[config.mk]
export PLATFORM = sky130hd
export DESIGN_NAME = lanzones_fetch_unit
export DESIGN_NICKNAME = d
export VERILOG_FILES = /design/src/rtl/lanzones_fetch_unit.sv
export SDC_FILE = /design/constraint.sdc
export NUM_CORES = 1
export LEC_CHECK = 0
export CELL_PAD_IN_SITES_DETAIL_PLACEMENT = 1
export CELL_PAD_IN_SITES_GLOBAL_PLACEMENT = 1
export CORE_MARGIN = 1
export CORE_UTILIZATION = 50
export DETAILED_ROUTE_END_ITERATION = 6
export HOLD_SLACK_MARGIN = 0.06
export PLACE_DENSITY_LB_ADDON = 0.1
export SLEW_MARGIN = 20
export SYNTH_ARGS = -nofsm -noshare
export SYNTH_HDL_FRONTEND = slang
export SYNTH_SLANG_ARGS = --single-unit
[constraint.sdc]
create_clock -name clk -period 7.16 [get_ports clk]
set_clock_uncertainty 0.1 [all_clocks]
set_input_delay 1.432 -clock clk [delete_from_list [all_inputs] [get_ports clk]]
set_output_delay 1.432 -clock clk [all_outputs]
set_load 0.02 [all_outputs]
[src/rtl/lanzones_fetch_unit.sv]
// Fetch front-end: sequential PCs to imem, credit-limited prefetch FIFO tagged with PC, redirect flush.
// Push-to-inst_valid 1 cycle (0 via LANZONES_FETCH_BYPASS_EN); rsp never stalled, decode stalls via inst_ready.
module lanzones_fetch_unit #(
  parameter int unsigned     XLEN     = 32,
  parameter int unsigned     DEPTH    = 4,
  parameter logic [XLEN-1:0] RESET_PC = '0,
  parameter int unsigned     PC_STEP  = 4
) (
  input  logic            clk,
  input  logic            rstn,
  input  logic            en,
  output logic            req_valid,
  input  logic            req_ready,
  output logic [XLEN-1:0] req_addr,
  input  logic            rsp_valid,
  input  logic [XLEN-1:0] rsp_data,
  input  logic            redirect_valid,
  input  logic [XLEN-1:0] redirect_pc,
  output logic            inst_valid,
  input  logic            inst_ready,
  output logic [XLEN-1:0] inst_data,
  output logic [XLEN-1:0] inst_pc,
  output logic            busy
);
  localparam int unsigned     AW      = $clog2(DEPTH);
  localparam int unsigned     CW      = AW + 1;
  localparam logic [XLEN-1:0] STEP    = XLEN'(PC_STEP);
  localparam logic [CW:0]     CREDITS = (CW+1)'(DEPTH);

  typedef enum logic [1:0] {IDLE, FETCH, DRAIN} state_t;

  typedef struct packed {
    logic [XLEN-1:0] data;
    logic [XLEN-1:0] pc;
  } entry_t;

  state_t          state_q, state_d;
  logic [XLEN-1:0] pc_q, pc_d;
  logic [XLEN-1:0] rsp_pc_q, rsp_pc_d;
  logic [CW-1:0]   out_q, out_d;
  logic [CW-1:0]   cnt_q, cnt_d;
  logic [AW-1:0]   wr_ptr_q, wr_ptr_d;
  logic [AW-1:0]   rd_ptr_q, rd_ptr_d;
  entry_t          mem_q [DEPTH];
  entry_t          head;
  entry_t          push_entry;

  logic            fifo_ne;
  logic            req_fire;
  logic            rsp_acc;
  logic            discard;
  logic            bypass;
  logic            push;
  logic            pop;
  logic [CW-1:0]   out_after_rsp;

  assign fifo_ne    = (cnt_q != '0);
  assign head       = mem_q[rd_ptr_q];
  assign push_entry = '{data: rsp_data, pc: rsp_pc_q};

  // In-flight plus buffered never exceeds DEPTH, so responses always find a free slot.
  assign req_valid = (state_q == FETCH) && en && !redirect_valid &&
                     (({1'b0, out_q} + {1'b0, cnt_q}) < CREDITS);
  assign req_addr  = pc_q;
  assign req_fire  = req_valid && req_ready;

  assign rsp_acc       = rsp_valid && (out_q != '0);
  assign out_after_rsp = out_q - CW'(rsp_acc);
  assign discard       = (state_q == DRAIN) || redirect_valid;

`ifdef LANZONES_FETCH_BYPASS_EN
  assign bypass = rsp_acc && inst_ready && !fifo_ne && !discard;
`else
  assign bypass = 1'b0;
`endif

  assign push       = rsp_acc && !discard && !bypass;
  assign inst_valid = (fifo_ne && !redirect_valid) || bypass;
  assign pop        = inst_valid && inst_ready && fifo_ne;
  assign inst_data  = fifo_ne ? head.data : (bypass ? rsp_data : '0);
  assign inst_pc    = fifo_ne ? head.pc : (bypass ? rsp_pc_q : '0);
  assign busy       = (out_q != '0) || fifo_ne;

  always_comb begin
    state_d  = state_q;
    pc_d     = pc_q;
    rsp_pc_d = rsp_pc_q;
    out_d    = out_after_rsp + CW'(req_fire);
    cnt_d    = cnt_q;
    wr_ptr_d = wr_ptr_q;
    rd_ptr_d = rd_ptr_q;

    case (state_q)
      IDLE:    if (en) state_d = FETCH;
      FETCH:   if (!en) state_d = IDLE;
      DRAIN:   if (out_after_rsp == '0) state_d = en ? FETCH : IDLE;
      default: state_d = IDLE;
    endcase

    if (req_fire)        pc_d     = pc_q + STEP;
    if (push || bypass)  rsp_pc_d = rsp_pc_q + STEP;
    if (push)            wr_ptr_d = wr_ptr_q + AW'(1);
    if (pop)             rd_ptr_d = rd_ptr_q + AW'(1);

    case ({push, pop})
      2'b10:   cnt_d = cnt_q + CW'(1);
      2'b01:   cnt_d = cnt_q - CW'(1);
      default: ;
    endcase

    // Redirect overrides everything; only responses still in flight keep us draining.
    if (redirect_valid) begin
      pc_d     = redirect_pc;
      rsp_pc_d = redirect_pc;
      cnt_d    = '0;
      wr_ptr_d = '0;
      rd_ptr_d = '0;
      state_d  = (out_after_rsp != '0) ? DRAIN : (en ? FETCH : IDLE);
    end
  end

  always_ff @(posedge clk) begin
    if (!rstn) begin
      state_q  <= IDLE;
      pc_q     <= RESET_PC;
      rsp_pc_q <= RESET_PC;
      out_q    <= '0;
      cnt_q    <= '0;
      wr_ptr_q <= '0;
      rd_ptr_q <= '0;
    end else begin
      state_q  <= state_d;
      pc_q     <= pc_d;
      rsp_pc_q <= rsp_pc_d;
      out_q    <= out_d;
      cnt_q    <= cnt_d;
      wr_ptr_q <= wr_ptr_d;
      rd_ptr_q <= rd_ptr_d;
    end
  end

  always_ff @(posedge clk) begin
    if (push) mem_q[wr_ptr_q] <= push_entry;
  end

  rsp_without_credit: assert property (@(posedge clk) disable iff (!rstn)
    !(rsp_valid && (out_q == '0)));

endmodule

After elaboration in Yosys (flattened, before gate mapping)
Memory sizes are Yosys's and may differ from the RTL's. A register that Yosys moved wholly into a read port is not among the register bits. Cells that the tools add are included.

Bits of input ports: 71. Memories: 1. Output and inout bits: 99. Bits in writable memories: 256. Word-level logic and storage cells: 67. Register bits: 76.

Equality and inequality tests: 7. Add/sub/neg operators: 9. Bitwise logic cells: 1. Reductions and logical operators: 23. Multiplexer cells: 18. $lt $le $gt $ge: 1.

Memory list: mem_q (words 4, width 64, rd ports 1, clocked after Yosys merged registers in 1, wr ports 1, RTL line 44) `entry_t mem_q [DEPTH];`.

Operator list (number): 32-bit two-way mux (6); 32-bit by 3-bit adder with 32-bit output, second input constant (2); 2-bit two-way mux (7); 1-bit logical AND (9); 3-bit nonzero test (3); 3-bit inequality test, second input constant (2); 2-bit one-hot mux with 3 select lines (1); 3-bit one-hot mux with 2 select lines (1); 2-bit nonzero test (3); 2-bit by 1-bit adder with 2-bit output, second input constant (2); 3-bit by 3-bit adder with 4-bit output (1); 2-bit by 1-bit equality test with 1-bit output, second input constant (2); 2-bit equality test, second input constant (2); 4-bit by 3-bit less-than comparator with 1-bit output, second input constant (1); 3-bit by 1-bit adder with 3-bit output (1); 3-bit by 1-bit adder with 3-bit output, second input constant (1); 3-bit logical NOT (1); 1-bit two-way mux (3); 3-bit by 2-bit inequality test with 1-bit output, second input constant (1); 3-bit AND reduction (1); 3-bit by 1-bit subtractor with 3-bit output (1); 3-bit by 1-bit subtractor with 3-bit output, second input constant (1); 1-bit logical NOT (2); 2-bit logical NOT (1); 3 further kinds (4).

Depth between registers and ports, before layout
Depth after elaboration: 7. Depth in mapped cells: 9. Mapped depth without buffers: 9.

Worst setup path after synthesis
Ideal clock, no wire load.

Kind: in2reg. Start point: in rsp_valid. End point: mem mem_q[0][0] (netlist name) (enable). Cell stages on the path: 3. Library setup time: 0.429 ns. Path slack: 3.182 ns. Data arrival time: 3.449 ns. Cells stage by stage: o31ai_2 -> nor3_2 -> and2_1.

Word-level cells in the longest chain between the ends: 4.

Ends and longest elaborated chain: start, declared (RTL line 15) `input logic rsp_valid,`; 1-bit logical AND (RTL line 67) `assign rsp_acc = rsp_valid && (out_q != '0);`; 1-bit logical AND (RTL line 77) `assign push = rsp_acc && !discard && !bypass;`; 1-bit two-way mux (RTL line 143) `if (push) mem_q[wr_ptr_q] <= push_entry;`; 1-bit two-way mux (implied by the code) (RTL line 143); end, declared (RTL line 44).

Every way passes these cells.

Final worst setup path
Start point: in redirect_valid. End point: out req_valid.

Word-level cells in the longest chain between the ends: 3.

Ends and longest elaborated chain: start, declared (RTL line 17) `input logic redirect_valid,`; 1-bit logical NOT (RTL line 62) `assign req_valid = (state_q == FETCH) && en && !redirect_valid &&`; 1-bit logical AND (2 in a row) (RTL line 62); end, declared (RTL line 12) `output logic req_valid,`.

Every way passes these cells.

==> results by group <==
Synth
  • Area share of the largest cell type after synthesis: 0.552
  • Register area share after synthesis: 0.664
  • Post-synthesis cell count: 935
  • Avg Inst Size Synth: 14.9 sq um
  • Yosys reg bits: 334
  • Mapped Area: 13900 sq um
  • Synth area leaders: edfxtp_1, dfxtp_1, mux4_2
  • Post-synth cell types: 59
  • Post-synthesis async set-or-reset flop share: 0
  • Post-synth EDFFs: 256
  • Post-synth net total: 1020
  • YS warnings: 0
  • Post-synth top flop: edfxtp_1
  • Biggest area consumer among synthesized cells: edfxtp_1

Route
  • WL per Instance: 23.2 microns
  • Initial drt markers: 564
  • Post-DRT Antenna Nets: 0
  • Via count: 8797
  • Residual DRC count: 0
  • 1st-pass router iterations: 4
  • Vias per cell: 5.83
  • Drt total wl: 35000 microns

Worst setup path
  • Cell Chain, Critical Path: clkdlybuf4s50_1 -> nor4bb_4 -> and3_1 -> clkdlybuf4s50_1
  • Crit path buffers/inverters: 2
  • Slowest cell on the critical path: clkdlybuf4s50_1
  • CP endpoint kind: output pin
  • Crit. path cell count: 4
  • CP Max Fanout: 16
  • CP dominant cell by count: clkdlybuf4s50_1
  • CP arrival: 3.50 ns
  • Critical path class: in2out
  • Top Family by Delay on Critical Path: buffers and inverters
  • Path depth of the worst reg2reg path: 7
  • Req. time, crit path: 5.63 ns
  • Crit path largest cell delay: 0.79 ns
  • CP Launch Type: input pin

STA
  • Fin Setup TNS: 0 ns
  • Final WS setup: 2.13 ns
  • Max_slew headroom: 0.275
  • Slew @ Worst Pin: 1.08 ns
  • Final Slew Violations: 0
  • Max Fclk: 0.199 GHz
  • Fin. Hold Viols: 0
  • Fin crit period: 5.03 ns
  • Final period util: 0.703
  • RSZ-0062 raised after global routing: false
  • Final Setup Violations: 0

Finish
  • Final std cells w/o fill: 1508
  • Reg area: 9250 sq um
  • Final Cell Area: 17200 sq um
  • # fillers: 2533
  • Area occupied by multi-input gates: 4410 sq um
  • ANT cells: 0
  • Layout area overhead: 23.5%
  • Final nets: 1194
  • Fraction of layout cells with a size suffix above 1: 0.138

Placed design
  • Worst slack, placed: 2.17 ns
  • Placed Cells: 1443
  • Placer Congestion: 0.853
  • DP Wirelength: 22700 microns
  • DP Area: 16000 sq um
  • IO buf count: 169

CTS
  • Worst-case clock buffer depth: 3
  • Post-CTS Resized: 0
  • Worst skew pair latency: 0.51 ns
  • CTS Buf Count: 36
  • Setup Fix Bufs, Post-CTS: 0
  • TritonCTS clock tree: done
  • Htree depth: 2
  • CTS clk-pin slew, worst paths: 0.06 ns
  • Number of hold buffers added after cts: 0
  • Clock root cell: clkbuf_16
  • CTS Sinks: 334

Die
  • Die Height: 169 microns
  • Starting density of the core: 0.514
  • Core area: 27100 sq um
  • Die width: 169 microns
  • Rows: 60
  • Die Area: 28500 sq um
  • I/O pin count: 170

Global route
  • Vias in the first global route: 9338
  • Global-route wire length before repair: 54000 microns
  • GR Overflow Total: 0
  • Initial antenna violation count: 0
  • Largest net degree at the start of global routing: 65
  • Total track usage: 0.250

Power and ir drop
  • Maximum vdd drop: 0.173 mV
  • Leak: 0.00547 uW
  • Tot Pwr: 4670 uW
  • Pwr Density: 271 nW/um^2

Hold path
  • HP Class: reg2reg
  • Hold depth: 2

Flow run
  • Max-cap violations: 0

Outcome
  • Status: finished, final reports clean
[path summary, 6_finish.rpt]
check                       from      endpoint  slack [ns]
setup / recovery  redirect_valid     req_valid        2.13
hold / removal       req_addr[0]   req_addr[0]        0.37
setup reg to reg        out_q[2]  req_addr[29]        3.77
hold reg to reg      req_addr[0]   req_addr[0]        0.37
[metrics by stage]
step / utilization / hold WS [ns]
after global placement: 0.590 / 0.346
after CTS: 0.635 / 0.376
after detailed placement: 0.590 / 0.368
final: 0.635 / 0.374
after global routing: 0.635 / 0.416
after floorplan: - / 0.360
[sequential cells by signal (all words and copies together) (netlist names), named ones only]
name / flops
cnt_q: 3
mem_q: 256
out_q: 3
rd_ptr_q: 2
req_addr: 32
rsp_pc_q: 32
state_q: 2
wr_ptr_q: 2
[synthesized netlist by cell type, drive strengths merged (2+ instances only)]
| master | number |
|---|---|
| edfxtp | 256 |
| dfxtp | 78 |
| nor2b | 65 |
| mux4 | 64 |
| nand2 | 59 |
| o21ai | 43 |
| a21oi | 41 |
| clkbuf | 32 |
| nor2 | 31 |
| nand3 | 27 |
| a31oi | 26 |
| nand4 | 23 |
| inv | 20 |
| xnor2 | 17 |
| nor3 | 16 |
| xor2 | 15 |
| and2 | 13 |
| ha | 13 |
| buf | 11 |
| and4 | 9 |
| and3 | 8 |
| nor4 | 8 |
| or3 | 8 |
| o31ai | 7 |
| o21a | 6 |
| mux2 | 4 |
| o211a | 4 |
| or4 | 4 |
| a32oi | 3 |
| mux2i | 3 |
| nand3b | 3 |
| nand2b | 2 |
| nor3b | 2 |
| or2 | 2 |
[logic make-up after synthesis]
group,Yosys count,synth area share
xor gates and xnor gates,32,0.0201
DFF,334,0.664
AOI/OAI and AO/OA,138,0.0589
muxes,71,0.109
and+or+nand+nor,281,0.115
adders and majority gates,14,0.0131
buffers and inverters,65,0.0203
[cell usage in the layout, fill, tap and decap left out, types with 8 or more instances in the layout]
master             n
nor2b_1           65
nor2_1            31
clkinv_1           8
clkdlybuf4s50_1  169
and2_1             9
buf_4             11
nand4_1           22
or3_1              8
nor3_1            13
o21ai_0           43
a31oi_1           26
nand3_1           24
and4_1             8
clkbuf_16         38
xor2_1            15
dfxtp_1           76
ha_1              13
inv_1             18
a21oi_1           41
edfxtp_1         256
xnor2_1           17
mux4_2            64
nand2_1           59
[layout make-up]
type | count | area share
clock buffer | 41 | 0.0559
multi-input combinational | 536 | 0.256
clock inverter | 24 | 0.0148
sequential | 334 | 0.538
timing repair buffer | 180 | 0.103
tap | 372 | 0.0271
inverter | 21 | 0.00458
[power by group]
group | switching, uW | total, uW | internal [uW]
clock network | 751 | 1900 | 1150
logic | 280 | 498 | 219
registers | 81.0 | 2270 | 2190
total | 1110 | 4670 | 3560
[worst min-delay path, delay by kind of cell (launching register included)]
family          cells  cell delay, ns
flops               1            0.31
compound gates      1            0.06
simple gates        1            0.05
[per-layer routing]
layer | GRT usage | share of wire
met2 | 0.440 | 0.51
met5 | 0 | 0
met3 | 0.0358 | 0.044
met1 | 0.326 | 0.43
met4 | 0.0605 | 0.017
No activity file was read; power rests on OpenSTA's default activity.
